`src/rtl/frame_region_pkg.sv`:
```
// frame_region_pkg
// Shared types and Ethernet constants for the frame region controller and
// the blocks downstream of it.
//   state_t      : frame lifecycle states (IDLE, HEADER, PAYLOAD, DROP)
//   ETH_*        : standard L2 sizes used as parameter defaults
//   frame_err_t  : per-frame error flags for downstream status buses
package frame_region_pkg;

  typedef enum logic [1:0] {
    ST_IDLE    = 2'd0,
    ST_HEADER  = 2'd1,
    ST_PAYLOAD = 2'd2,
    ST_DROP    = 2'd3
  } state_t;

  localparam int ETH_HDR_BYTES  = 14;
  localparam int VLAN_TAG_BYTES = 4;
  localparam int ETH_MIN_FRAME  = 60;
  localparam int ETH_MAX_FRAME  = 1518;

  typedef struct packed {
    logic hdr_trunc;
    logic runt;
    logic oversize;
  } frame_err_t;

endpackage

```
`src/rtl/frame_region_fsm_counter.sv`:
```
// beat_offset_counter
// Holds the frame offset of byte 0 of the current beat and computes the
// running length including the current beat. Both saturate at 2^CNT_W-1.
// Ports:
//   clk, rst_n     : clock, asynchronous active-low reset
//   accept         : beat transferred this cycle
//   last           : current beat is the final beat of the frame
//   keep_bytes     : valid bytes on the final beat (already normalised)
//   byte_offset    : offset of byte 0 of the current beat
//   run_len        : byte_offset + bytes in the current beat, saturated
module beat_offset_counter #(
  parameter int DATA_BYTES = 8,
  parameter int CNT_W      = 16
) (
  input  logic             clk,
  input  logic             rst_n,
  input  logic             accept,
  input  logic             last,
  input  logic [CNT_W-1:0] keep_bytes,
  output logic [CNT_W-1:0] byte_offset,
  output logic [CNT_W-1:0] run_len
);

  localparam logic [CNT_W:0] SAT_VAL = {1'b0, {CNT_W{1'b1}}};

  logic [CNT_W-1:0] beat_len;
  logic [CNT_W:0]   sum;

  assign beat_len = last ? keep_bytes : CNT_W'(DATA_BYTES);
  assign sum      = {1'b0, byte_offset} + {1'b0, beat_len};
  assign run_len  = (sum > SAT_VAL) ? SAT_VAL[CNT_W-1:0] : sum[CNT_W-1:0];

  // A non-last beat advances to the saturated running length, so a
  // saturated offset stays saturated; the last beat rewinds for the next frame.
  always_ff @(posedge clk or negedge rst_n) begin
    if (!rst_n) begin
      byte_offset <= '0;
    end else if (accept && last) begin
      byte_offset <= '0;
    end else if (accept) begin
      byte_offset <= run_len;
    end
  end

endmodule

```
`src/rtl/frame_region_fsm.sv`:
```
// frame_region_fsm
// Frame lifecycle controller for the AXI-Stream Ethernet parser. Tracks the
// region (header / payload / drop) of each accepted beat, extends the header
// on an 802.1Q tag, reports frame length and classifies runt, truncated
// header and oversize frames.
// Ports:
//   clk, rst_n          : clock, asynchronous active-low reset
//   beat_accept         : tvalid & tready
//   tlast, tkeep_cnt    : last beat and its valid byte count (0 = full beat)
//   vlan_tag            : TPID 0x8100 seen, sampled on the beat holding byte HDR_BYTES-1
//   frame_start/end     : first / last accepted beat of a frame
//   hdr_done            : accepted beat containing the last header byte
//   in_header/payload/drop : region of the current (pending) beat
//   byte_offset         : offset of byte 0 of the current beat
//   frame_len           : total frame bytes while frame_end is high
//   err_*               : error pulses, qualified with the accepted beat
module frame_region_fsm
  import frame_region_pkg::*;
#(
  parameter int DATA_BYTES      = 8,
  parameter int HDR_BYTES       = ETH_HDR_BYTES,
  parameter int VLAN_EN         = 1,
  parameter int VLAN_BYTES      = VLAN_TAG_BYTES,
  parameter int MIN_FRAME_BYTES = ETH_MIN_FRAME,
  parameter int MAX_FRAME_BYTES = ETH_MAX_FRAME,
  parameter int CNT_W           = 16
) (
  input  logic                              clk,
  input  logic                              rst_n,
  input  logic                              beat_accept,
  input  logic                              tlast,
  input  logic [$clog2(DATA_BYTES+1)-1:0]   tkeep_cnt,
  input  logic                              vlan_tag,
  output logic                              frame_start,
  output logic                              frame_end,
  output logic                              hdr_done,
  output logic                              in_header,
  output logic                              in_payload,
  output logic                              in_drop,
  output logic [CNT_W-1:0]                  byte_offset,
  output logic [CNT_W-1:0]                  frame_len,
  output logic                              err_hdr_trunc,
  output logic                              err_runt,
  output logic                              err_oversize
);

  localparam logic [1:0] S_IDLE    = ST_IDLE;
  localparam logic [1:0] S_HEADER  = ST_HEADER;
  localparam logic [1:0] S_PAYLOAD = ST_PAYLOAD;
  localparam logic [1:0] S_DROP    = ST_DROP;

  logic [1:0]       state, next_state;
  logic             vlan_q, vlan_eff, tag_beat;
  logic             acc, hdr_reached, over;
  logic [CNT_W-1:0] keep_bytes, run_len;
  logic [CNT_W:0]   off_w, end_w, hdr_end, rl_w;
  frame_err_t       err;

  // Qualifying with rst_n keeps every output at zero while reset is held,
  // even if the ingress side is still presenting beats.
  assign acc        = beat_accept & rst_n;
  assign keep_bytes = (tkeep_cnt == '0) ? CNT_W'(DATA_BYTES) : CNT_W'(tkeep_cnt);

  beat_offset_counter #(
    .DATA_BYTES (DATA_BYTES),
    .CNT_W      (CNT_W)
  ) u_counter (
    .clk         (clk),
    .rst_n       (rst_n),
    .accept      (acc),
    .last        (tlast),
    .keep_bytes  (keep_bytes),
    .byte_offset (byte_offset),
    .run_len     (run_len)
  );

  // One extra bit so offset + DATA_BYTES never wraps in the comparisons.
  assign off_w    = {1'b0, byte_offset};
  assign end_w    = off_w + (CNT_W+1)'(DATA_BYTES);
  assign rl_w     = {1'b0, run_len};
  assign tag_beat = (off_w <= (CNT_W+1)'(HDR_BYTES-1)) &&
                    ((CNT_W+1)'(HDR_BYTES-1) < end_w);
  assign vlan_eff = tag_beat ? vlan_tag : vlan_q;
  assign hdr_end  = (CNT_W+1)'(HDR_BYTES) +
                    (((VLAN_EN != 0) && vlan_eff) ? (CNT_W+1)'(VLAN_BYTES) : '0);
  assign hdr_reached = (end_w >= hdr_end);
  assign over        = (rl_w > (CNT_W+1)'(MAX_FRAME_BYTES));

  // The tag decision is held for the rest of the frame and forgotten at its
  // end so the next frame starts untagged.
  always_ff @(posedge clk or negedge rst_n) begin
    if (!rst_n) begin
      vlan_q <= 1'b0;
    end else if (acc && tlast) begin
      vlan_q <= 1'b0;
    end else if (acc && tag_beat) begin
      vlan_q <= vlan_tag;
    end
  end

  always_ff @(posedge clk or negedge rst_n) begin
    if (!rst_n) begin
      state <= S_IDLE;
    end else begin
      state <= next_state;
    end
  end

  // tlast wins over every other transition; oversize is only flagged
  // before entering DROP, so it pulses at most once per frame.
  always_comb begin
    next_state    = state;
    frame_start   = 1'b0;
    frame_end     = 1'b0;
    hdr_done      = 1'b0;
    in_header     = 1'b0;
    in_payload    = 1'b0;
    in_drop       = 1'b0;
    err           = '0;
    case (state)
      S_IDLE, S_HEADER: begin
        in_header     = (state == S_HEADER) | acc;
        frame_start   = acc & (state == S_IDLE);
        hdr_done      = acc & hdr_reached;
        frame_end     = acc & tlast;
        err.hdr_trunc = acc & tlast & ~hdr_reached;
        err.oversize  = acc & over;
        if (acc) begin
          if (tlast)            next_state = S_IDLE;
          else if (over)        next_state = S_DROP;
          else if (hdr_reached) next_state = S_PAYLOAD;
          else                  next_state = S_HEADER;
        end
      end
      S_PAYLOAD: begin
        in_payload   = 1'b1;
        frame_end    = acc & tlast;
        err.oversize = acc & over;
        if (acc) begin
          if (tlast)     next_state = S_IDLE;
          else if (over) next_state = S_DROP;
        end
      end
      S_DROP: begin
        in_drop   = 1'b1;
        frame_end = acc & tlast;
        if (acc && tlast) next_state = S_IDLE;
      end
      default: next_state = S_IDLE;
    endcase
    err.runt = frame_end & (rl_w < (CNT_W+1)'(MIN_FRAME_BYTES));
  end

  assign frame_len     = frame_end ? run_len : '0;
  assign err_hdr_trunc = err.hdr_trunc;
  assign err_runt      = err.runt;
  assign err_oversize  = err.oversize;

endmodule

```
`config.mk`:
```
export PLATFORM = sky130hd
export DESIGN_NAME = frame_region_fsm
export DESIGN_NICKNAME = d
export VERILOG_FILES = /design/src/rtl/frame_region_pkg.sv /design/src/rtl/frame_region_fsm_counter.sv /design/src/rtl/frame_region_fsm.sv
export SDC_FILE = /design/constraint.sdc
export NUM_CORES = 1
export LEC_CHECK = 0
export CAP_MARGIN = 15
export CORE_ASPECT_RATIO = 1.4
export CORE_UTILIZATION = 40
export CTS_CLUSTER_SIZE = 12
export DETAILED_ROUTE_END_ITERATION = 12
export GPL_TIMING_DRIVEN = 0
export PLACE_DENSITY = 0.74
export SETUP_SLACK_MARGIN = 0.15
export SKIP_CTS_REPAIR_TIMING = 1
export SLEW_MARGIN = 0
export SYNTH_ARGS = -nofsm -noshare
export SYNTH_HDL_FRONTEND = slang
export SYNTH_HIERARCHICAL = 1
export SYNTH_SLANG_ARGS = --single-unit
export TNS_END_PERCENT = 20
```
`constraint.sdc`:
```
create_clock -name clk -period 7.5 [get_ports clk]
set_input_delay 0.75 -clock clk [delete_from_list [all_inputs] [get_ports clk]]
set_output_delay 0.75 -clock clk [all_outputs]
set_load 0.02 [all_outputs]
```
=== After elaboration in Yosys (flattened, before gate mapping) ===
Cells that the tools add are included.

* Reduce and logical (&&, ||, !) cells: 11
* Add/sub/neg operators: 3
* Mux-type cells: 27
* Bitwise operators: 9
* Equality and inequality tests: 7
* Order comparisons: 6

{| class="wikitable"
|+ Operator list
! cell !! number
|-
| 16-bit two-way mux || 4
|-
| 16-bit by 16-bit adder with 17-bit output || 1
|-
| 16-bit by 4-bit adder with 17-bit output, second input constant || 1
|-
| 17-bit by 5-bit >= comparator with 1-bit output || 1
|-
| 17-bit by 16-bit > comparator with 1-bit output, second input constant || 1
|-
| 4-bit by 17-bit < comparator with 1-bit output, first input constant || 1
|-
| 16-bit by 11-bit > comparator with 1-bit output, second input constant || 1
|-
| 16-bit by 4-bit less-or-equal comparator with 1-bit output, second input constant || 1
|-
| 16-bit by 6-bit < comparator with 1-bit output, second input constant || 1
|-
| 2-bit two-way mux || 8
|-
| 1-bit two-way mux || 11
|-
| 4-bit two-way mux || 2
|-
| 1-bit AND || 7
|-
| 2-bit inequality test, second input constant || 3
|-
| 2-bit one-hot mux with 3 select lines || 1
|-
| 4-bit by 3-bit adder with 5-bit output, first input constant || 1
|-
| 2-bit == test, second input constant || 2
|-
| 4-bit zero test || 1
|-
| 4-bit AND reduction || 1
|-
| 2-bit nonzero test || 2
|-
| 4-bit OR reduction || 1
|-
| 1-bit logical AND || 3
|-
| 3-bit two-way mux || 1
|-
| 3-bit inequality test, second input constant || 1
|-
| 6 further kinds || 6
|}

* Logic and storage cells: 66
* Register bits after elaboration: 19

=== Longest topological paths before layout ===
Gate-level depths: netlist (run 1).

* Depth after elaboration: 12
* Depth in mapped cells: 17
* Mapped depth without buffers: 16

=== Cells and area by module ===
The synthesis (run 1) kept the hierarchy.

{| class="wikitable"
|+ Modules (own cells, without submodules)
! module !! area an instance (sq um) !! sequential area each (sq um) !! instances !! cells an instance
|-
| beat_offset_counter || 1776.7 || 400.4 || 1 || 209
|-
| frame_region_fsm || 809.5 || 75.1 || 1 || 113
|}

=== Least setup slack after synthesis (run 1) ===
OpenSTA, ideal clock, no wires.

* Path type: reg-to-output
* Start: reg u_counter.byte_offset[3]
* End: out err_hdr_trunc
* Data arrival time: 3.748 ns
* Cell stages (with the launch flop): 14
* Slack: 3.002 ns
* Cells stage by stage: dfrtp_1 -> ha_1 -> and3_1 -> a211oi_1 -> o32ai_1 -> nor4_1 -> or2_4 -> mux2_2 -> ha_1 -> a21o_1 -> a21o_1 -> a21oi_1 -> or4b_1 -> nor3_1

* Cells in the longest elaborated chain, start to end: 10
* Elaborated cells on any way between the ends: 11

{| class="wikitable"
|+ Ends and longest elaborated chain
! item !! RTL line !! RTL
|-
| start: declaration || frame_region_fsm_counter.sv:20 || <nowiki>output logic [CNT_W-1:0] byte_offset,</nowiki>
|-
| start signal: assignment || frame_region_fsm_counter.sv:41 || <nowiki>byte_offset <= run_len;</nowiki>
|-
| 16-bit by 4-bit adder with 17-bit output || frame_region_fsm.sv:79 || <nowiki>assign end_w = off_w + (CNT_W+1)'(DATA_BYTES);</nowiki>
|-
| 4-bit by 17-bit < comparator with 1-bit output || frame_region_fsm.sv:82 || <nowiki>((CNT_W+1)'(HDR_BYTES-1) < end_w);</nowiki>
|-
| 1-bit logical AND || frame_region_fsm.sv:81 || <nowiki>assign tag_beat = (off_w <= (CNT_W+1)'(HDR_BYTES-1)) &&</nowiki>
|-
| 1-bit two-way mux || frame_region_fsm.sv:83 || <nowiki>assign vlan_eff = tag_beat ? vlan_tag : vlan_q;</nowiki>
|-
| 3-bit two-way mux || frame_region_fsm.sv:85 || <nowiki>(((VLAN_EN != 0) && vlan_eff) ? (CNT_W+1)'(VLAN_BYTES) : '0);</nowiki>
|-
| 4-bit by 3-bit adder with 5-bit output || frame_region_fsm.sv:84 || <nowiki>assign hdr_end = (CNT_W+1)'(HDR_BYTES) +</nowiki>
|-
| 17-bit by 5-bit >= comparator with 1-bit output * || frame_region_fsm.sv:86 || <nowiki>assign hdr_reached = (end_w >= hdr_end);</nowiki>
|-
| 1-bit NOT * || frame_region_fsm.sv:126 || <nowiki>err.hdr_trunc = acc & tlast & ~hdr_reached;</nowiki>
|-
| 1-bit AND * || frame_region_fsm.sv:126 ||
|-
| 1-bit two-way mux * || frame_region_fsm.sv:120 || <nowiki>case (state)</nowiki>
|-
| end: declaration || frame_region_fsm.sv:42 || <nowiki>output logic err_hdr_trunc,</nowiki>
|}

Every way passes the cells marked *; elsewhere a longest branch is shown, timed or not.

=== Worst setup path after layout (run 1) ===
* Start: in tlast
* End: out err_runt

* Cells in the longest elaborated chain, start to end: 6
* Elaborated cells on any way between the ends: 8

{| class="wikitable"
|+ Ends and longest elaborated chain
! item !! RTL line !! RTL
|-
| start: declaration || frame_region_fsm.sv:31 || <nowiki>input logic tlast,</nowiki>
|-
| 4-bit two-way mux * || frame_region_fsm_counter.sv:29 || <nowiki>assign beat_len = last ? keep_bytes : CNT_W'(DATA_BYTES);</nowiki>
|-
| 16-bit by 16-bit adder with 17-bit output * || frame_region_fsm_counter.sv:30 || <nowiki>assign sum = {1'b0, byte_offset} + {1'b0, beat_len};</nowiki>
|-
| 17-bit by 16-bit > comparator with 1-bit output || frame_region_fsm_counter.sv:31 || <nowiki>assign run_len = (sum > SAT_VAL) ? SAT_VAL[CNT_W-1:0] : sum[CNT_W-1:0];</nowiki>
|-
| 16-bit two-way mux * || frame_region_fsm_counter.sv:31 ||
|-
| net run_len[8] || frame_region_fsm.sv:55 || <nowiki>logic [CNT_W-1:0] keep_bytes, run_len;</nowiki>
|-
| 16-bit by 6-bit < comparator with 1-bit output * || frame_region_fsm.sv:151 || <nowiki>err.runt = frame_end & (rl_w < (CNT_W+1)'(MIN_FRAME_BYTES));</nowiki>
|-
| 1-bit AND * || frame_region_fsm.sv:151 ||
|-
| end: declaration || frame_region_fsm.sv:43 || <nowiki>output logic err_runt,</nowiki>
|}

Mark *: on every way through the listed nets, which the timed path passes. The rest lies on a longest branch. The select of a mux whose other input is x is not followed.

==> summary.md, run 1 <==
| Metric | Value |
|---|---|
| Post-synth top area share | `18.4%` |
| Worst-case clock buffer depth | `2` |
| LEAKAGE | `1.36 nW` |
| CTS tree | `done` |
| Number of synthesized flops with an enable pin | `0` |
| Post-DRT Antenna Nets | `0` |
| Kind of cell adding the most delay to the critical path | `buffers and inverters` |
| Clock skew | `~0.0035 ns` |
| Synth Warn # | `6` |
| Cell repeated most along the worst path | `clkdlybuf4s50_1` |
| NumNets Final | `418` |
| Remaining DRCs | `0` |
| Sequential fraction of the synthesis area | `18.4%` |
| Largest area contributor in the netlist | `dfrtp_1` |
| Avg Vias per Cell | `between 5 and 6` |
| #FFs+latches synth | `19` |
| Total chip power | `727 uW` |
| Vias in the first global route | `2625` |
| Final setup vio count | `0` |
| Initial antenna violation count | `0` |
| Final Hold Fails | `0` |
| Unrepaired setup endpoints after global routing | `false` |
| Row Count | `34` |
| Worst Path Max Fanout | `12` |
| Worst skew pair latency | `~0.26 ns` |
| Buffers plus inverters on the worst setup path | `4` |
| GR peak layer | `met2` |
| Synth Instances | `about 320` |
| Worst VDD drop | `0.0986 mV` |
| Run status | `completed` |
| Slew @ Worst Pin | `0.887 ns` |
| Number of port buffers | `49` |
| Critical path required time | `6.75 ns` |
| Num CTS Buffers | `3` |
| Die width | `70.0 microns` |
| Top post-synthesis cells by area | `dfrtp_1 (18%), ha_1 (10%), and2_1 (7.7%)` |
| Class of the tightest hold or removal check | `register to register` |
| Critical path, cell by cell | `clkdlybuf4s50_1 > clkbuf_1 > and2_1 > ha_1 > inv_1 > fa_1 > nor2b_1 > o31a_1 > o21ai_0 > a21oi_1 > xnor2_1 > nand2_1 > or4_1 > nor4_1 > clkdlybuf4s50_1` |
| Initial DRC count | `approximately 180` |
| Cell Pwr Density | `223 mW/mm^2` |
| Fillers | `603` |
| Slowest cell on crit path | `clkdlybuf4s50_1` |
| First-pass GRT wire length | `12400 microns` |
| HPWL Detailed | `5780 microns` |
| Top post-synthesis cells by count | `and2_1 (32), ha_1 (21), dfrtp_1 (19), nand2_1 (19), o21ai_0 (19)` |
| Routability cong. | `0.906` |
| Core area | `a little over 0.006 sq mm` |
| # H-tree levels | `1` |
| Die height | `97.1 microns` |
| Global Route met1 Usage | `27.4%` |
| Initial Util | `41.6%` |
| WL per Instance | `16.0 microns` |
| WL final | `7310 microns` |
| Total gr overflow | `0` |
| CP Capture Type | `primary output` |
| Share of cells above drive strength 1 | `about a tenth` |
| Async set-or-reset flop fraction in the synthesized netlist | `100%` |
| Most used DFF post-synth | `dfrtp_1` |
| Detailed Routing Iterations Pass 1 | `4` |
| Peak Freq | `0.162 GHz` |
| CTS Root Cell | `clkbuf_8` |
| Met3 Resource Use GR | `2.18%` |
| Storage cell area | `roughly 480 sq um` |
| Largest stage delay, worst path | `0.82 ns` |
| Critical path type | `input port to primary output` |
| Top-count cell post-synth | `and2_1` |
| Multi-input gate area | `0.00203 sq mm` |
| Final Slew Violations | `0` |
| Sink Count | `19` |
| Period utilisation layout | `82.2%` |
| Via Count | `2707` |
| Area Overhead vs Synth | `25.8%` |
| Post-synthesis cell area | `0.00259 sq mm` |
| Netlist cell types | `73` |
| Setup total negative slack | `0 ns` |
| Post-layout min period | `6.17 ns` |
| Diode count | `0` |
| Syn Area/Cell | `8.03 sq um` |
| Die Area | `0.00680 sq mm` |
| Clock-pin slew on the worst setup and hold paths | `approximately 0.070 ns` |
| Total global-route track usage | `22.1%` |
| Crit start category | `input port` |
| IO Count | `50` |
| Largest net degree at the start of global routing | `21` |
| Max Cap Violations | `0` |
| Met2 usage in global routing | `39.6%` |
| Slew Limit Headroom | `40.7%` |
| Worst EP arrival | `between 5 and 6 ns` |
[registers in the layout, indices dropped and copies added (netlist names)]
| register | flops |
|---|---|
| u_counter/byte_offset | 16 |
| state | 2 |
| vlan_q | 1 |
[layer usage]
| layer | vias to the layer above | wire, microns |
|---|---|---|
| met2 | 74 | 3760 |
| met5 | - | 0 |
| met3 | 4 | 419 |
| met1 | 1287 | 3090 |
| met4 | 0 | 42 |
| li1 | 1342 | - |
[cell usage in the layout (no fill, tap or decap), types with 3 or more instances in the layout]
master,netlist,layout
clkdlybuf4s50_1,0,49
and2_1,32,32
buf_2,5,5
nor3b_1,4,4
dfrtp_1,19,19
xor2_1,3,3
nand2b_1,4,4
a21oi_2,5,5
nand3_1,6,6
a41oi_1,3,3
inv_1,11,11
a211oi_1,5,5
nor3_1,12,12
clkbuf_1,9,9
nor2_1,16,16
nand2_1,19,19
nor4_1,6,6
conb_1,1,12
nand4_1,7,7
a21o_1,9,9
o21ai_0,19,19
or2_2,3,3
a31oi_1,3,3
and3_1,4,4
ha_1,21,21
o21a_1,4,4
a21oi_1,14,14
clkbuf_8,0,3
o211ai_1,3,3
nor2b_1,9,9
a22o_1,11,11
[worst paths after layout]
kind	startpoint	to	slack, ns	cells after the start
setup / recovery	tlast	err_runt	1.33	15
max in group asynchronous	rst_n	u_counter/byte_offset[12]	5.96	1
setup reg to reg	u_counter/byte_offset[4]	state[0]	3.53	14
hold reg to reg	u_counter/byte_offset[0]	u_counter/byte_offset[0]	0.57	1
hold / removal	u_counter/byte_offset[0]	u_counter/byte_offset[0]	0.57	1
min in group asynchronous	rst_n	u_counter/byte_offset[15]	0.99	1
[metrics by stage]
stage | std cells | utilization [%] | cell area (sq um) | setup slack (ns) | hold slack, ns
finish | 458 | 52.4 | 3250 | 1.33 | 0.566
global route | 458 | 52.4 | 3250 | 1.07 | 0.589
CTS | 458 | 52.4 | 3250 | 1.33 | 0.565
detailed placement | 454 | 51.7 | 3210 | 1.37 | 0.551
global placement | 454 | 51.7 | 3210 | 1.39 | 0.541
floorplan | 333 | - | 2630 | 3.00 | 0.454
[cell families (layout without fill, tap and decap cells)]
| logic type | Yosys count | in the layout | synth area share (%) |
|---|---|---|---|
| and+or+nand+nor | 145 | 145 | 33.9 |
| buffers and inverters | 28 | 81 | 4.89 |
| AOI/OAI and AO/OA | 100 | 100 | 29.2 |
| DFF | 19 | 19 | 18.4 |
| other | 1 | 12 | 0.145 |
| muxes | 3 | 3 | 1.21 |
| adders and majority gates | 22 | 22 | 10.9 |
| xor gates and xnor gates | 4 | 4 | 1.35 |
[power breakdown]
part | switching [mW] | internal (mW)
registers | 0.0588 | 0.126
logic | 0.263 | 0.208
clock network | 0.0345 | 0.0369
total | 0.357 | 0.371
[worst reg2reg max path, cell delays in order (launching register included)]
cell	delay, ns
dfrtp_1	0.51
ha_1	0.28
nand2_1	0.13
nor4b_2	0.32
o32ai_1	0.13
nor4_1	0.37
or2_4	0.21
mux2_2	0.34
ha_1	0.28
a21o_1	0.18
a21o_1	0.17
a21oi_1	0.14
or4b_1	0.50
nor3b_2	0.20
a21oi_2	0.14
[final cells by class]
| class | count | share of cell area, % |
|---|---|---|
| inverter | 11 | 1.27 |
| sequential | 19 | 14.6 |
| clock buffer | 3 | 1.27 |
| buffer | 17 | 2.61 |
| clock inverter | 1 | 0.154 |
| tap | 72 | 2.77 |
| multi-input combinational | 286 | 62.2 |
| timing repair buffer | 49 | 15.1 |
(Power assumes the default switching activity.)
==> inputs of run 2 (changes only) <==
Clock period 7.5 ns to 5.8 ns, I/O delays scaled along.
==> summary.md, run 2 (synthesis results as in run 1) <==
| Metric | Value |
|---|---|
| Cell Pwr Density | `289 mW/mm^2 (+29%)` |
| Largest net degree at the start of global routing | `21 (unchanged)` |
| CTS tree | `done` |
| Final Slew Violations | `0 (unchanged)` |
| Max Cap Violations | `0 (unchanged)` |
| NumNets Final | `418 (unchanged)` |
| Worst Path Max Fanout | `12 (unchanged)` |
| Slew Limit Headroom | `40.7% (about the same)` |
| Hold path startpoint | `u_counter/byte_offset[0]` |
| Slew @ Worst Pin | `0.887 ns (+0.000424 ns)` |
| Hold worst-path end | `u_counter/byte_offset[0]` |
| Number of port buffers | `49 (unchanged)` |
| Die width | `70.0 microns (unchanged)` |
| Die Area | `0.00680 sq mm (unchanged)` |
| Non-filler cells, final | `458 (unchanged)` |
| Detailed Routing Iterations Pass 1 | `4 (unchanged)` |
| Num CTS Buffers | `3 (unchanged)` |
| Finished layout cell area | `0.00326 sq mm (+0.12%)` |
| Final Hold Fails | `0 (unchanged)` |
| Worst EP arrival | `4.76 ns (-0.66 ns)` |
| Reg2reg start | `u_counter/byte_offset[4]` |
| Placed cell area | `0.00321 sq mm (unchanged)` |
| Post-layout min period | `between 5 and 6 ns` |
| CTS Root Cell | `clkbuf_8` |
| Die height | `97.1 microns (unchanged)` |
| Commonest non-fill, non-tap cells in the layout | `clkdlybuf4s50_1 (48), and2_1 (32), ha_1 (21)` |
| Number of flip-flops in the largest register | `16 (unchanged)` |
| Worst VDD drop | `0.127 mV (+29%)` |
| Worst skew pair latency | `0.26 ns (about the same)` |
| R2R Path End | `state[0]` |
| Row Count | `34 (unchanged)` |
| WL final | `7330 microns (+0.29%)` |
| Hold path depth | `1 (unchanged)` |
| IO Count | `50 (unchanged)` |
| Routability cong. | `0.906 (unchanged)` |
| Initial antenna violation count | `0 (unchanged)` |
| Remaining DRCs | `0 (unchanged)` |
| Peak Freq | `around 0.19 GHz` |
| LEAKAGE | `1.37 nW (+0.89%)` |
| WL per Instance | `16.0 microns (+0.29%)` |
| Avg Vias per Cell | `5.91 (about the same)` |
| Initial DRC count | `181 (-1.1%)` |
| DP Cell Count | `454 (unchanged)` |
| Most common cell after layout, fill and taps aside | `clkdlybuf4s50_1` |
| Critical path type | `input port to primary output` |
| Period utilisation layout | `92.1%` |
| Crit start category | `input port` |
| Core area | `0.00621 sq mm (unchanged)` |
| Post-DRT Antenna Nets | `0 (unchanged)` |
| Run status | `completed` |
| Initial Util | `41.6% (unchanged)` |
| Via Count | `2706 (-0.037%)` |
| Total gr overflow | `0 (unchanged)` |
| Unrepaired setup endpoints after global routing | `false` |
| Vias in the first global route | `2625 (unchanged)` |
| First-pass GRT wire length | `12400 microns (unchanged)` |
| Share of cells above drive strength 1 | `9.59% (+0.26 points)` |
| Area Overhead vs Synth | `26.0%` |
| Final core utilization | `52.5% (+0.060 points)` |
| Final Hold Slack | `0.562 ns (-0.00381 ns)` |
| Worst Reg-to-Reg Cells | `14 (unchanged)` |
| HPWL Detailed | `5780 microns (unchanged)` |
| Most flop-heavy register | `u_counter/byte_offset` |
| # H-tree levels | `1 (unchanged)` |
| Worst-case clock buffer depth | `2 (unchanged)` |
| R2r setup slk | `1.83 ns (-1.70 ns)` |
| Total global-route track usage | `22.1% (unchanged)` |
| Leading registers by flop count | `u_counter/byte_offset: 16 flops, state: 2 flops, vlan_q: 1 flops` |
| Critical path required time | `5.22 ns (-1.53 ns)` |
| CP Capture Type | `primary output` |
| Final setup vio count | `0 (unchanged)` |
| Diode count | `0 (unchanged)` |
| Setup total negative slack | `0 ns (unchanged)` |
| Clock-pin slew on the worst setup and hold paths | `0.08 ns (about the same)` |
| Clock skew | `0.00408 ns (+0.000622 ns)` |
| Sink Count | `19 (unchanged)` |
| Class of the tightest hold or removal check | `register to register` |
-- run 2: power by group --
group	switching [mW]	internal, mW
Combinational	0.340	0.268
Clock	0.0453	0.0478
Sequential	0.0764	0.163
-- run 2: through the flow --
stage	worst slack, ns	power (mW)
2_1_floorplan	1.47	0.638
3_3_place_gp	0.0254	0.826
3_5_place_dp	0.0128	0.836
4_1_cts	-0.0257	0.932
5_1_grt	0.231	1.02
6_report	0.456	0.941
-- run 2: layout make-up --
class                      instances  area, sq um
clock buffer                       3         41.3
tap                               72         90.1
timing repair buffer              49          493
multi-input combinational        286         2030
fill                             603         2950
inverter                          11         41.3
clock inverter                     1         5.00
buffer                            17         86.3
sequential                        19          475
-- run 2: worst max-delay path: stages --
cell and delay [ns]:
dlymetal6s2s_1 0.44, clkbuf_2 0.32, and2_1 0.16, ha_1 0.17
inv_1 0.06, fa_1 0.38, nor2b_1 0.21, o31a_1 0.29
o21ai_0 0.17, a21oi_1 0.19, xnor2_1 0.17, nand2_1 0.15
or4_1 0.53, nor4_1 0.27, clkdlybuf4s50_1 0.67
-- run 2: worst max path at each step --
stage	startpoint	to	slack, ns	cells past startpoint
floorplan	u_counter/byte_offset[3]	err_hdr_trunc	1.47	13
detailed placement	tlast	err_runt	0.01	15
CTS	tlast	err_runt	-0.03	15
global route	tlast	err_runt	0.23	15
finish	tlast	err_runt	0.46	15
global placement	tlast	err_runt	0.03	15
-- run 2: layer usage --
metal | routed length [microns] | vias up | global-route usage [%]
met1 | 3060 | 1267 | 27.4
met5 | 0 | - | 0
met2 | 3720 | 90 | 39.6
li1 | - | 1343 | -
met4 | 80 | 0 | 7.08
met3 | 470 | 6 | 2.18
